--- src/rtl/fir_stream_arbiter.sv ---
// Packet-level round-robin arbiter that shares one fir_filter among several AXI-Stream sources.
// One packet is forwarded at a time; all sources are held off until the filter flush completes.
module fir_stream_arbiter #(
    parameter int unsigned DATA_WIDTH    = 16,
    parameter int unsigned NUM_SRC       = 4,
    parameter int unsigned ID_W          = $clog2(NUM_SRC),
    parameter int unsigned DRAIN_TIMEOUT = 32
) (
    input  logic                          clk,
    input  logic                          rst,
    input  logic [NUM_SRC*DATA_WIDTH-1:0] s_axis_tdata,
    input  logic [NUM_SRC-1:0]            s_axis_tvalid,
    output logic [NUM_SRC-1:0]            s_axis_tready,
    input  logic [NUM_SRC-1:0]            s_axis_tlast,
    output logic [DATA_WIDTH-1:0]         f_axis_tdata,
    output logic                          f_axis_tvalid,
    input  logic                          f_axis_tready,
    output logic                          f_axis_tlast,
    input  logic                          fo_tvalid,
    input  logic                          fo_tlast,
    output logic [ID_W-1:0]               out_id,
    output logic                          busy,
    output logic                          pkt_done,
    output logic                          timeout_err
);
    localparam int unsigned TIMER_W = $clog2(DRAIN_TIMEOUT);

    typedef enum logic [1:0] {
        IDLE,
        STREAM,
        DRAIN
    } state_t;

    state_t              state_q, state_d;
    logic [ID_W-1:0]     grant_q, grant_d;
    logic [ID_W-1:0]     last_grant_q, last_grant_d;
    logic [TIMER_W-1:0]  timer_q, timer_d;
    logic                pkt_done_q, pkt_done_d;
    logic                timeout_err_q, timeout_err_d;

    logic [ID_W-1:0]       cand;
    logic [ID_W-1:0]       req_idx;
    logic                  req_found;
    logic [DATA_WIDTH-1:0] sel_data;
    logic                  sel_valid;
    logic                  sel_last;

    // Round-robin scan starting one past the previous winner.
    always_comb begin
        cand      = '0;
        req_idx   = '0;
        req_found = 1'b0;
        for (int unsigned i = 1; i <= NUM_SRC; i++) begin
            cand = ID_W'((32'(last_grant_q) + i) % NUM_SRC);
            if (!req_found && s_axis_tvalid[cand]) begin
                req_idx   = cand;
                req_found = 1'b1;
            end
        end
    end

    // Mux of the granted source onto the filter input.
    always_comb begin
        sel_data  = '0;
        sel_valid = 1'b0;
        sel_last  = 1'b0;
        for (int unsigned k = 0; k < NUM_SRC; k++) begin
            if (ID_W'(k) == grant_q) begin
                sel_data  = s_axis_tdata[k*DATA_WIDTH +: DATA_WIDTH];
                sel_valid = s_axis_tvalid[k];
                sel_last  = s_axis_tlast[k];
            end
        end
    end

    always_comb begin
        state_d       = state_q;
        grant_d       = grant_q;
        last_grant_d  = last_grant_q;
        timer_d       = timer_q;
        pkt_done_d    = 1'b0;
        timeout_err_d = 1'b0;
        s_axis_tready = '0;
        f_axis_tdata  = '0;
        f_axis_tvalid = 1'b0;
        f_axis_tlast  = 1'b0;

        case (state_q)
            IDLE: begin
                if (req_found) begin
                    grant_d      = req_idx;
                    last_grant_d = req_idx;
                    state_d      = STREAM;
                end
            end
            STREAM: begin
                f_axis_tdata  = sel_data;
                f_axis_tvalid = sel_valid;
                f_axis_tlast  = sel_last;
                for (int unsigned k = 0; k < NUM_SRC; k++) begin
                    s_axis_tready[k] = (ID_W'(k) == grant_q) && f_axis_tready;
                end
                if (sel_valid && f_axis_tready && sel_last) begin
                    state_d = DRAIN;
                    timer_d = TIMER_W'(DRAIN_TIMEOUT - 1);
                end
            end
            DRAIN: begin
                // Filter output tlast takes priority over a simultaneous watchdog expiry.
                if (fo_tvalid && fo_tlast) begin
                    pkt_done_d = 1'b1;
                    state_d    = IDLE;
                end else if (timer_q == '0) begin
                    timeout_err_d = 1'b1;
                    state_d       = IDLE;
                end else begin
                    timer_d = timer_q - TIMER_W'(1);
                end
            end
            default: begin
                state_d = IDLE;
            end
        endcase
    end

    always_ff @(posedge clk) begin
        if (rst) begin
            state_q       <= IDLE;
            grant_q       <= '0;
            last_grant_q  <= ID_W'(NUM_SRC - 1);
            timer_q       <= '0;
            pkt_done_q    <= 1'b0;
            timeout_err_q <= 1'b0;
        end else begin
            state_q       <= state_d;
            grant_q       <= grant_d;
            last_grant_q  <= last_grant_d;
            timer_q       <= timer_d;
            pkt_done_q    <= pkt_done_d;
            timeout_err_q <= timeout_err_d;
        end
    end

    assign out_id      = grant_q;
    assign busy        = (state_q != IDLE);
    assign pkt_done    = pkt_done_q;
    assign timeout_err = timeout_err_q;

endmodule

--- config.mk ---
export PLATFORM = sky130hd
export DESIGN_NAME = fir_stream_arbiter
export DESIGN_NICKNAME = d
export VERILOG_FILES = /design/src/rtl/fir_stream_arbiter.sv
export SDC_FILE = /design/constraint.sdc
export NUM_CORES = 1
export LEC_CHECK = 0
export BUFFER_PORTS_ARGS = -buffer_cell sky130_fd_sc_hd__clkbuf_2
export CORE_MARGIN = 10
export CORE_UTILIZATION = 33
export DETAILED_ROUTE_END_ITERATION = 7
export GPL_TIMING_DRIVEN = 1
export PLACE_DENSITY = 0.69
export SYNTH_ARGS = -nofsm -noshare
export SYNTH_HDL_FRONTEND = slang
export SYNTH_SLANG_ARGS = --single-unit
--- constraint.sdc ---
create_clock -name clk -period 3.7 [get_ports clk]
set_input_delay 0.74 -clock clk [delete_from_list [all_inputs] [get_ports clk]]
set_output_delay 0.74 -clock clk [all_outputs]
set_load 0.02 [all_outputs]
Word level (Yosys, flattened, before mapping)
Index checks and enable logic that the tools add are counted.

cells by class
  multiplexer cells = 43
  bitwise gates (word level) = 1
  eq/ne operators = 10
  order comparisons = 4
  reduce and logical (&&, ||, !) cells = 23
  add/sub/neg operators = 5

operators by type and width
  operator                                             number
  two-way mux 16 bit                                   5
  two-way mux 1 bit                                    20
  two-way mux 2 bit                                    8
  two-way mux 5 bit                                    3
  < comparator 2 x 3 -> 1 bit (second input constant)  4
  logical AND 1 bit                                    10
  one-hot mux 5 bit (2 select lines)                   1
  binary-select mux 1 bit (select 2 bit)               4
  inequality test 2 bit (second input constant)        4
  one-hot mux 2 bit (3 select lines)                   1
  zero test 5 bit                                      1
  subtractor 5 x 1 -> 5 bit (second input constant)    1
  adder 2 x 1 -> 2 bit (second input constant)         2
  adder 2 bit (second input constant)                  2
  == test 2 bit (first input constant)                 2
  zero test 2 bit                                      2
  two-way mux 4 bit                                    1
  AND reduction 4 bit                                  1
  nonzero test 2 bit                                   2
  zero test 1 bit                                      3
  inequality test 3 bit (second input constant)        1
  AND reduction 3 bit                                  1
  OR reduction 3 bit                                   1
  == test 1 x 2 -> 1 bit (first input constant)        1
  5 further kinds                                      5

word-level totals
  output and inout port bits = 27
  logic and storage cells = 92
  bits of input ports = 77
  flip-flop bits (word level) = 13

Logic depth before layout (Yosys ltp)
  word-level depth = 15
  gate-level depth with buffers = 7
  depth with buffers taken out = 6

Worst setup path before layout
No wires, ideal clock.

  path type = register to output
  start = register grant_q[0], in the netlist out_id[0]
  end = output f_axis_tdata[0]
  data required time = 2,960 ps
  arrival = 1,630 ps
  buffers on the path = 2
  path slack = 1,330 ps
  stages on the path, launching flop included = 5
  cell sequence = dfxtp_1 -> buf_2 -> buf_2 -> mux4_2 -> nor2b_1

on the way
  word-level cells in the longest chain between the ends = 6
  elaborated cells on any way between the ends = 9
  classes of those cells = eq/ne: 3; mux: 5; reduce/logical: 1

RTL lines
  what                              line  RTL
  start: declaration                35    logic [ID_W-1:0] grant_q, grant_d;
  start signal: assignment          136   grant_q <= grant_d;
  zero test 2 bit                   68    if (ID_W'(k) == grant_q) begin
  two-way mux 16 bit (3 in series)  68
  two-way mux 16 bit *              68
  two-way mux 16 bit *              88    case (state_q)
  end: declaration                  15    output logic [DATA_WIDTH-1:0] f_axis_tdata,

Mark *: on every way between the ends. The rest lies on a longest branch, timed or not.

Worst setup path after layout
  start = register grant_q[0], in the netlist out_id[0]
  end = output f_axis_tdata[11]

Same word-level chain as after synthesis.

==> impl_metrics.py <==
metrics = {
    "cts": {
        "clk_latency_ns": 0.25,
        "postCtsSetupBuffers": 0,
        "cts_resized": 0,
        "cts_root_buf": "clkbuf_8",
        "htree_levels": 1,
        "cts.sinks": 13,
        "cts_buffer_depth": 2,
        "cts_tree": "done",
        "clkTransAtPathRegs_ns": 0.06,
        "holdBufCountCts": 0,
        "numCtsBuffers": 3,
    },
    "placed_design": {
        "dp_hpwl_mm": 4.29,
        "pre_cts_ws_ns": 1.18,
        "numPortBuffers": 103,
        "gp_congestion": 0.911,
    },
    "pwr": {
        "switching_share": 0.363,
        "clkPwrFrac": 0.215,
        "p_leak_nw": 0.883,
        "p_per_area_nw_per_um2": 319,
        "power_frac_comb": 0.491,
        "pwr-share-seq": 0.294,
        "internal-power_mw": 0.376,
        "netSwitchingPower_mw": 0.214,
        "peakVddDrop_mv": 0.155,
    },
    "setup_path": {
        "path_cells": "buf_4 -> mux4_2 -> nor2b_1 -> clkbuf_2",
        "slowest_stage": "dfxtp_1",
        "crit_buf_inv": 2,
        "cp_top_family": "buffers and inverters",
        "worst-path-max-fanout": 15,
        "cp.arrival_ns": 2.02,
        "slowest_delay_ns": 0.54,
        "critPathCaptureType": "output pin",
        "start_kind": "flop",
        "required_ns": 2.96,
        "crit_type": "reg -> out",
    },
    "detailed_routing": {
        "drc": 0,
        "drt_iter0_markers": 50,
        "routed_wl_mm": 4.89,
        "via_per_inst": 5.25,
        "routed-via-count": 1466,
        "wl_per_cell_um": 17.5,
        "first_pass_iters": 4,
        "ant_nets": 0,
    },
    "global_route": {
        "grt_max_degree": 20,
        "grt_pass1_vias": 1401,
        "grtUsageTotal": 0.131,
        "antenna_found_initial": 0,
        "overflow": 0,
        "grt_pass1_wl_mm": 6.92,
    },
    "die": {
        "ios": 104,
        "core-area_sq_um": 3690,
        "fp.dieW_um": 81.8,
        "dieArea_sq_um": 6690,
        "row_count": 22,
        "start_util": 0.342,
        "die_h_um": 81.8,
    },
    "timing": {
        "tightest_slew_ns": 0.703,
        "finalClockSkew_ns": 0.00551,
        "grt_setup_unrepaired": "no",
        "setup_tns_ns": 0,
        "period_share": 0.746,
        "setup_ws_ns": 0.940,
        "slew_violations": 0,
        "period_needed_ns": 2.76,
        "relSlewSlack": 0.531,
        "max_freq_mhz": 362,
        "setup_viol": 0,
        "hold_violations": 0,
        "hold_slack_ns": 0.480,
    },
    "finish": {
        "syn_to_final_growth_pct": 46.9,
        "drive_gt1_frac": 0.567,
        "layout_common_cells": "clkbuf_2, mux4_2, nor2b_1, dfxtp_1, nor2_1",
        "postLayoutCoreUtil": 0.502,
        "final_common_cell": "clkbuf_2",
        "nNetsFinal": 311,
        "diodes": 0,
    },
    "logic_synthesis": {
        "syn_area_sq_um": 1260,
        "synth_flop_cell": "dfxtp_1",
        "async_flop_share": 0,
        "synth_edf_count": 0,
        "mappedNetlistNets": 210,
        "ys_warn_count": 0,
        "synth_cells": 131,
        "yosysSeqAreaShare": 0.206,
        "ys_types": 31,
        "syn_area_per_cell_sq_um": 9.63,
        "synth_seq_cells": 13,
    },
    "job": {
        "cap_violations": 0,
    },
    "run_status": {
        "status": "finished, final reports clean",
    },
    "hold_path": {
        "hp-class": "reg -> reg",
    },
}
-- path summary, 6_finish.rpt --
kind | startpoint | endpoint | slack, ns | depth (start not counted)
min | timer_q[4] | timer_q[4] | 0.48 | 1
min reg2reg | timer_q[4] | timer_q[4] | 0.48 | 1
max | out_id[0] | f_axis_tdata[11] | 0.94 | 4
max reg2reg | out_id[1] | timer_q[4] | 1.74 | 4
-- cell usage after synthesis, types with 2 or more instances --
cell	instances	area, sq um
a211oi_1	5	37.5
a21oi_1	4	20.0
a311oi_1	4	35.0
and3_1	2	12.5
and3b_1	2	17.5
buf_2	3	15.0
clkbuf_1	5	18.8
dfxtp_1	13	260
ha_1	2	25.0
inv_1	6	22.5
mux4_2	18	405
nand2_1	6	22.5
nand2b_1	4	25.0
nor2_1	11	41.3
nor2b_1	18	113
nor3_1	5	25.0
nor3b_1	3	22.5
o21ai_0	6	30.0
o311ai_0	2	17.5
-- cells by family after synthesis --
group | share of synthesized area
compound gates | 0.133
fa+ha+maj | 0.0198
buf+inv | 0.0536
flops | 0.206
mux | 0.321
simple gates | 0.266
-- power by group through the flow --
stage | combinational (mW) | sequential [mW] | clock [mW]
3_5_place_dp | 0.294 | 0.177 | 0
5_1_grt | 0.317 | 0.177 | 0.139
2_1_floorplan | 0.201 | 0.169 | 0
4_1_cts | 0.294 | 0.174 | 0.131
6_report | 0.290 | 0.174 | 0.127
3_3_place_gp | 0.288 | 0.176 | 0
-- area by class of cell --
type	instances	area, sq um
Fill cell	359	1840
Timing Repair Buffer	105	531
Tap cell	48	60.1
Multi-Input combinational cell	103	933
Clock inverter	1	5.00
Sequential cell	13	260
Inverter	6	22.5
Clock buffer	3	41.3
-- metal layers --
metal	part of all wire	routed length (um)	up-vias	track usage
met3	0.12	577	8	0.0426
met5	0	0	-	0
met2	0.49	2370	74	0.234
met1	0.38	1860	681	0.143
li1	-	-	703	-
met4	0.016	76	0	0.0391
-- state kept, by name (all words and copies together) (netlist names) --
signal / flops
timeout_err: 1
state_q: 2
pkt_done: 1
last_grant_q: 2
out_id: 2
timer_q: 5
-- metrics by stage --
| stage | cells | total power, mW | area, sq um |
|---|---|---|---|
| after floorplan | 131 | 0.370 | 1260 |
| after global placement | 275 | 0.464 | 1810 |
| after detailed placement | 275 | 0.470 | 1810 |
| after CTS | 279 | 0.599 | 1850 |
| after global routing | 279 | 0.633 | 1850 |
| final | 279 | 0.590 | 1850 |
Power figures use the tool's default switching activity.
